`config.mk`:
```
export PLATFORM = sky130hd
export DESIGN_NAME = approx_mult_engine
export DESIGN_NICKNAME = d
export VERILOG_FILES = /design/src/rtl/approx_mult_pkg.sv /design/src/rtl/approx_norm_lane.sv /design/src/rtl/approx_mult_engine.sv
export SDC_FILE = /design/constraint.sdc
export NUM_CORES = 1
export LEC_CHECK = 0
export BUFFER_PORTS_ARGS = -buffer_cell sky130_fd_sc_hd__buf_2
export CAP_MARGIN = 20
export CORE_MARGIN = 3
export CORE_UTILIZATION = 34
export DETAILED_ROUTE_END_ITERATION = 8
export PLACE_DENSITY = 0.57
export SYNTH_ARGS = -nofsm -noshare
export SYNTH_HDL_FRONTEND = slang
export SYNTH_SLANG_ARGS = --single-unit
```
`constraint.sdc`:
```
create_clock -name clk -period 8.6 [get_ports clk]
set_clock_uncertainty 0.1 [all_clocks]
set_input_delay 0.86 -clock clk [delete_from_list [all_inputs] [get_ports clk]]
set_output_delay 0.86 -clock clk [all_outputs]
set_load 0.05 [all_outputs]
```
`src/rtl/approx_mult_pkg.sv`:
```
// Shared types and width helpers for the approximate multiplier engine.
package approx_mult_pkg;

  typedef enum logic [2:0] {
    IDLE,
    NORM,
    MULT,
    DENORM,
    DONE
  } state_t;

  function automatic int out_w_f(input int in_w);
    return 2 * in_w;
  endfunction

  function automatic int sh_w_f(input int in_w);
    return $clog2(2 * in_w) + 1;
  endfunction

endpackage

```
`src/rtl/approx_norm_lane.sv`:
```
// One operand lane: shift left until the MSB is set, counting the shifts.
// Exposes the top TRUNC_W field, rounded half-up when APPROX_MULT_ROUND_EN is defined.
module approx_norm_lane #(
  parameter int IN_W    = 16,
  parameter int TRUNC_W = 8,
  parameter int CNT_W   = 6
) (
  input  logic               clk,
  input  logic               rst,
  input  logic               load,
  input  logic               step,
  input  logic [IN_W-1:0]    data,
  output logic [TRUNC_W-1:0] norm_top,
  output logic [CNT_W-1:0]   count,
  output logic               msb_set
);

  logic [IN_W-1:0] value;

  always_ff @(posedge clk or posedge rst) begin
    if (rst) begin
      value <= '0;
      count <= '0;
    end else if (load) begin
      value <= data;
      count <= '0;
    end else if (step && !value[IN_W-1]) begin
      value <= {value[IN_W-2:0], 1'b0};
      count <= count + CNT_W'(1);
    end
  end

  assign msb_set = value[IN_W-1];

`ifdef APPROX_MULT_ROUND_EN
  if (TRUNC_W < IN_W) begin : g_round
    // Saturate instead of carrying out: an all-ones field stays all-ones.
    always_comb begin
      norm_top = value[IN_W-1 -: TRUNC_W];
      if (value[IN_W-TRUNC_W-1] && (norm_top != '1))
        norm_top = norm_top + TRUNC_W'(1);
    end
  end else begin : g_trunc
    assign norm_top = value[IN_W-1 -: TRUNC_W];
  end
`else
  assign norm_top = value[IN_W-1 -: TRUNC_W];
`endif

endmodule

```
`src/rtl/approx_mult_engine.sv`:
```
// Self-sequenced approximate multiplier: normalise, multiply top fields, denormalise.
// Optional round-half-up of the top fields via APPROX_MULT_ROUND_EN.
module approx_mult_engine
  import approx_mult_pkg::*;
#(
  parameter  int IN_W    = 16,
  parameter  int TRUNC_W = 8,
  localparam int OUT_W   = out_w_f(IN_W),
  localparam int SH_W    = sh_w_f(IN_W)
) (
  input  logic              clk,
  input  logic              rst,
  input  logic              start,
  input  logic [IN_W-1:0]   a,
  input  logic [IN_W-1:0]   b,
  output logic              in_ready,
  output logic              out_valid,
  input  logic              out_ready,
  output logic [OUT_W-1:0]  result,
  output logic [SH_W-1:0]   shift_total
);

  state_t state, state_next;

  logic                 lane_load, lane_step;
  logic                 zero_op;
  logic [TRUNC_W-1:0]   a_top, b_top;
  logic [SH_W-1:0]      a_cnt, b_cnt, shift_sum, cnt;
  logic                 a_msb, b_msb;
  logic [2*TRUNC_W-1:0] prod;

  approx_norm_lane #(
    .IN_W    (IN_W),
    .TRUNC_W (TRUNC_W),
    .CNT_W   (SH_W)
  ) u_lane_a (
    .clk      (clk),
    .rst      (rst),
    .load     (lane_load),
    .step     (lane_step),
    .data     (a),
    .norm_top (a_top),
    .count    (a_cnt),
    .msb_set  (a_msb)
  );

  approx_norm_lane #(
    .IN_W    (IN_W),
    .TRUNC_W (TRUNC_W),
    .CNT_W   (SH_W)
  ) u_lane_b (
    .clk      (clk),
    .rst      (rst),
    .load     (lane_load),
    .step     (lane_step),
    .data     (b),
    .norm_top (b_top),
    .count    (b_cnt),
    .msb_set  (b_msb)
  );

  assign zero_op   = (a == '0) || (b == '0);
  assign shift_sum = a_cnt + b_cnt;
  assign prod      = {{TRUNC_W{1'b0}}, a_top} * {{TRUNC_W{1'b0}}, b_top};

  always_ff @(posedge clk or posedge rst) begin
    if (rst) state <= IDLE;
    else     state <= state_next;
  end

  always_comb begin
    state_next = state;
    case (state)
      IDLE:    if (start) state_next = zero_op ? DONE : NORM;
      NORM:    if (a_msb && b_msb) state_next = MULT;
      MULT:    state_next = (shift_sum == '0) ? DONE : DENORM;
      DENORM:  if (cnt == SH_W'(1)) state_next = DONE;
      DONE:    if (out_ready) state_next = IDLE;
      default: state_next = IDLE;
    endcase
  end

  always_comb begin
    in_ready  = (state == IDLE);
    out_valid = (state == DONE);
    lane_load = (state == IDLE) && start;
    lane_step = (state == NORM);
  end

  // Result is placed at the top of the output word, then shifted down by sa+sb.
  always_ff @(posedge clk or posedge rst) begin
    if (rst) begin
      result      <= '0;
      shift_total <= '0;
      cnt         <= '0;
    end else begin
      case (state)
        IDLE: begin
          if (start) begin
            result      <= '0;
            shift_total <= '0;
            cnt         <= '0;
          end
        end
        MULT: begin
          result      <= OUT_W'(prod) << (OUT_W - 2 * TRUNC_W);
          shift_total <= shift_sum;
          cnt         <= shift_sum;
        end
        DENORM: begin
          result <= result >> 1;
          cnt    <= cnt - SH_W'(1);
        end
        default: ;
      endcase
    end
  end

endmodule

```
==> summary.txt <==
Run status
  • Status: finished clean

Floorplanning
  • Die X: 143 microns
  • Row count: 49
  • Total die area: 20300 sq um
  • IO Count: 76
  • Core Area: 18100 sq um
  • Initial core utilization: 0.349
  • Chip height: 143 microns

Pwr
  • Sw frac: 0.205
  • Internal power: 0.664 mW
  • Combinational Power Share: 0.026
  • Total chip power: 0.836 mW
  • Reg power frac: 0.512
  • Clock Power Share: 0.462
  • PD cells: 117 nW/um^2
  • Sw power: 0.172 mW
  • Pleak: 3.70 nW
  • VDD IR-drop max: 0.0000908 V

Hold path
  • Min-Delay Path Class: reg2reg

Logic synthesis
  • Yosys warning count: 0
  • Synth cell count leaders: 100 x nand2_1, 91 x dfrtp_1, 63 x inv_1
  • Dominant synthesized flop cell: dfrtp_1
  • EDFF count, synth: 0
  • Seq/Total Area, Yosys: 0.359
  • Cell count after synthesis: 650
  • Net Count, Synth: 768
  • Synth area leader: dfrtp_1
  • Synth top area cells: dfrtp_1 36%, fa_1 12%, ha_1 8.9%
  • Async set-reset flop share out of synthesis: 1.00
  • Register bit count reported by yosys: 91
  • Most common cell in the netlist: nand2_1
  • Top cell type's share of synthesized area: 0.359
  • Netlist cell types: 57
  • Netlist Area Pre-Place: 6340 sq um
  • Syn avg cell area: 9.75 sq um

STA
  • Slew margin rel.: 0.417
  • RSZ-0062 raised after global routing: false
  • Period utilization: 0.532
  • Setup_tns: 0 ns
  • Tightest Pin Transition: 0.872 ns
  • Slew Viols, Final: 0
  • Hold Vio Cnt, Final: 0
  • # setup viols final: 0
  • Minimum clock period: 4.58 ns
  • F_max: 0.218 GHz

Clock network
  • H-tree Lvls: 3
  • Hold bufs inserted after CTS: 0
  • Clk pin slew, worst setup/hold paths: 0.06 ns
  • Clock sinks: 91
  • Root buf cell: clkbuf_16
  • Clock tree buffer depth: 2
  • CTS tree: built
  • Setup Buffers After CTS: 0
  • Skew-Pair Late Insertion Delay: 0.34 ns
  • CTS Buf Count: 9
  • CTS resizes: 0

Global routing
  • Total grt overflow: 0
  • Vias in the first global route: 4810
  • First-pass GRT wire length: 24800 microns
  • Gr usage total: 0.150
  • Initial antenna violation count: 0
  • Largest net degree at the start of global routing: 47

Placement
  • GP Congestion: 0.822
  • Final HPWL DP: 11200 microns
  • PortBufs: 75

Worst setup path
  • CP Max Fanout: 10
  • FF-to-FF setup slack: 4.02 ns
  • CP endpoint kind: flip-flop
  • Critical path required time: 8.73 ns
  • CP Launch Type: flip-flop
  • Crit Path Class: reg2reg
  • Worst EP arrival: 4.71 ns

Layout
  • Area grow syn2layout: 13.1%
  • Share of layout cells above drive strength 1: 0.156
  • Nets: 826

Detailed routing
  • Avg Vias per Cell: 5.09
  • Routed wire length: 14600 microns
  • Total number of vias: 4794
  • DR WL/cell: 15.5 microns
  • 1st-pass router iterations: 5
  • DRT iter0 DRCs: 339
  • Remaining DRCs: 0
  • Post-route ant nets: 0

Flow run
  • Max-cap violation count: 0
-- cell usage in the layout, fill, tap and decap left out, types with 3 or more instances in the layout --
master and instances:
dfrtp_1 91, buf_4 6, a222oi_1 5, a22o_1 22, o21ai_1 11, nor4_1 8, o21ai_0 9, a21o_1 3
nand3_1 4, a21oi_2 3, o211ai_1 4, a221o_1 4, xor2_1 14, a21oi_1 17, nor2b_1 4, nand4_1 7
clkbuf_16 9, mux2i_1 4, inv_1 62, clkinv_2 3, xnor2_1 8, nor2_1 24, buf_2 75, and3_1 4
a22oi_1 35, and2_1 54, ha_1 45, nand2_1 100, fa_1 37
-- cell type report --
| class | count | area (sq um) |
|---|---|---|
| Inverter | 63 | 238 |
| Fill cell | 1827 | 11000 |
| Sequential cell | 91 | 2280 |
| Clock buffer | 11 | 243 |
| Multi-Input combinational cell | 462 | 3660 |
| Clock inverter | 3 | 40.0 |
| Tap cell | 229 | 287 |
| Antenna cell | 1 | 2.50 |
| Timing Repair Buffer | 81 | 420 |
-- worst paths after layout --
check,end,startpoint,cells past startpoint
max in group asynchronous,u_lane_b.value[10]$_DFFE_PP0P_,rst,3
hold reg to reg,u_lane_b.value[6]$_DFFE_PP0P_,u_lane_b.value[6]$_DFFE_PP0P_,2
min in group asynchronous,shift_total[1]$_DFFE_PP0P_,rst,2
hold / removal,u_lane_b.value[6]$_DFFE_PP0P_,u_lane_b.value[6]$_DFFE_PP0P_,2
setup / recovery,result[29]$_DFFE_PP0P_,u_lane_b.value[15]$_DFFE_PP0P_,15
setup reg to reg,result[29]$_DFFE_PP0P_,u_lane_b.value[15]$_DFFE_PP0P_,15
-- worst max-delay path, stage by stage (launching register included) --
cell and delay, ns:
dfrtp_1 0.51, nand2_1 0.13, fa_1 0.51, fa_1 0.55, inv_1 0.06, fa_1 0.52, inv_1 0.05, fa_1 0.52
inv_1 0.04, ha_1 0.36, a21oi_2 0.20, nor2b_1 0.10, o311ai_4 0.27, mux2i_1 0.12, and3_1 0.17, a221o_1 0.25
-- power groups by stage --
stage | Clock [mW] | Combinational [mW] | Sequential [mW]
finish | 0.386 | 0.0217 | 0.428
floorplan | 0 | 0.00731 | 0.436
detailed placement | 0 | 0.0222 | 0.436
global route | 0.410 | 0.0248 | 0.428
CTS | 0.396 | 0.0223 | 0.428
global placement | 0 | 0.0226 | 0.436
-- routing by layer --
metal | vias to the layer above | GRT usage | part of all wire
li1 | 2332 | - | -
met1 | 2331 | 0.228 | 0.52
met2 | 115 | 0.219 | 0.42
met3 | 16 | 0.0296 | 0.047
met4 | 0 | 0.0405 | 0.014
met5 | - | 0 | 0
-- logic make-up after synthesis --
kind of cell               after synthesis  synth area share
AOI/OAI and AO/OA                      127             0.149
and+or+nand+nor                        225             0.182
buffers and inverters                   97            0.0640
muxes                                    6           0.00987
DFF                                     91             0.359
adders and majority gates               82             0.206
xor gates and xnor gates                22            0.0304
-- through the flow --
stage	util	hold WS (ns)	worst slack [ns]	area [sq um]	cells
2_1_floorplan	-	0.346	4.19	6340	650
3_3_place_gp	0.379	0.361	4.09	6880	926
3_5_place_dp	0.379	0.364	4.03	6880	926
4_1_cts	0.395	0.379	4.01	7160	940
5_1_grt	0.395	0.403	3.71	7160	940
6_report	0.395	0.378	4.02	7160	941
-- registers in the layout (all words and copies together), names as in the netlist --
signal and cells:
u_lane_b.value 16, cnt 6, u_lane_b.count 6, u_lane_a.count 6
shift_total 6, state 3, u_lane_a.value 16, result 32
No activity file was read; power rests on OpenSTA's default activity.
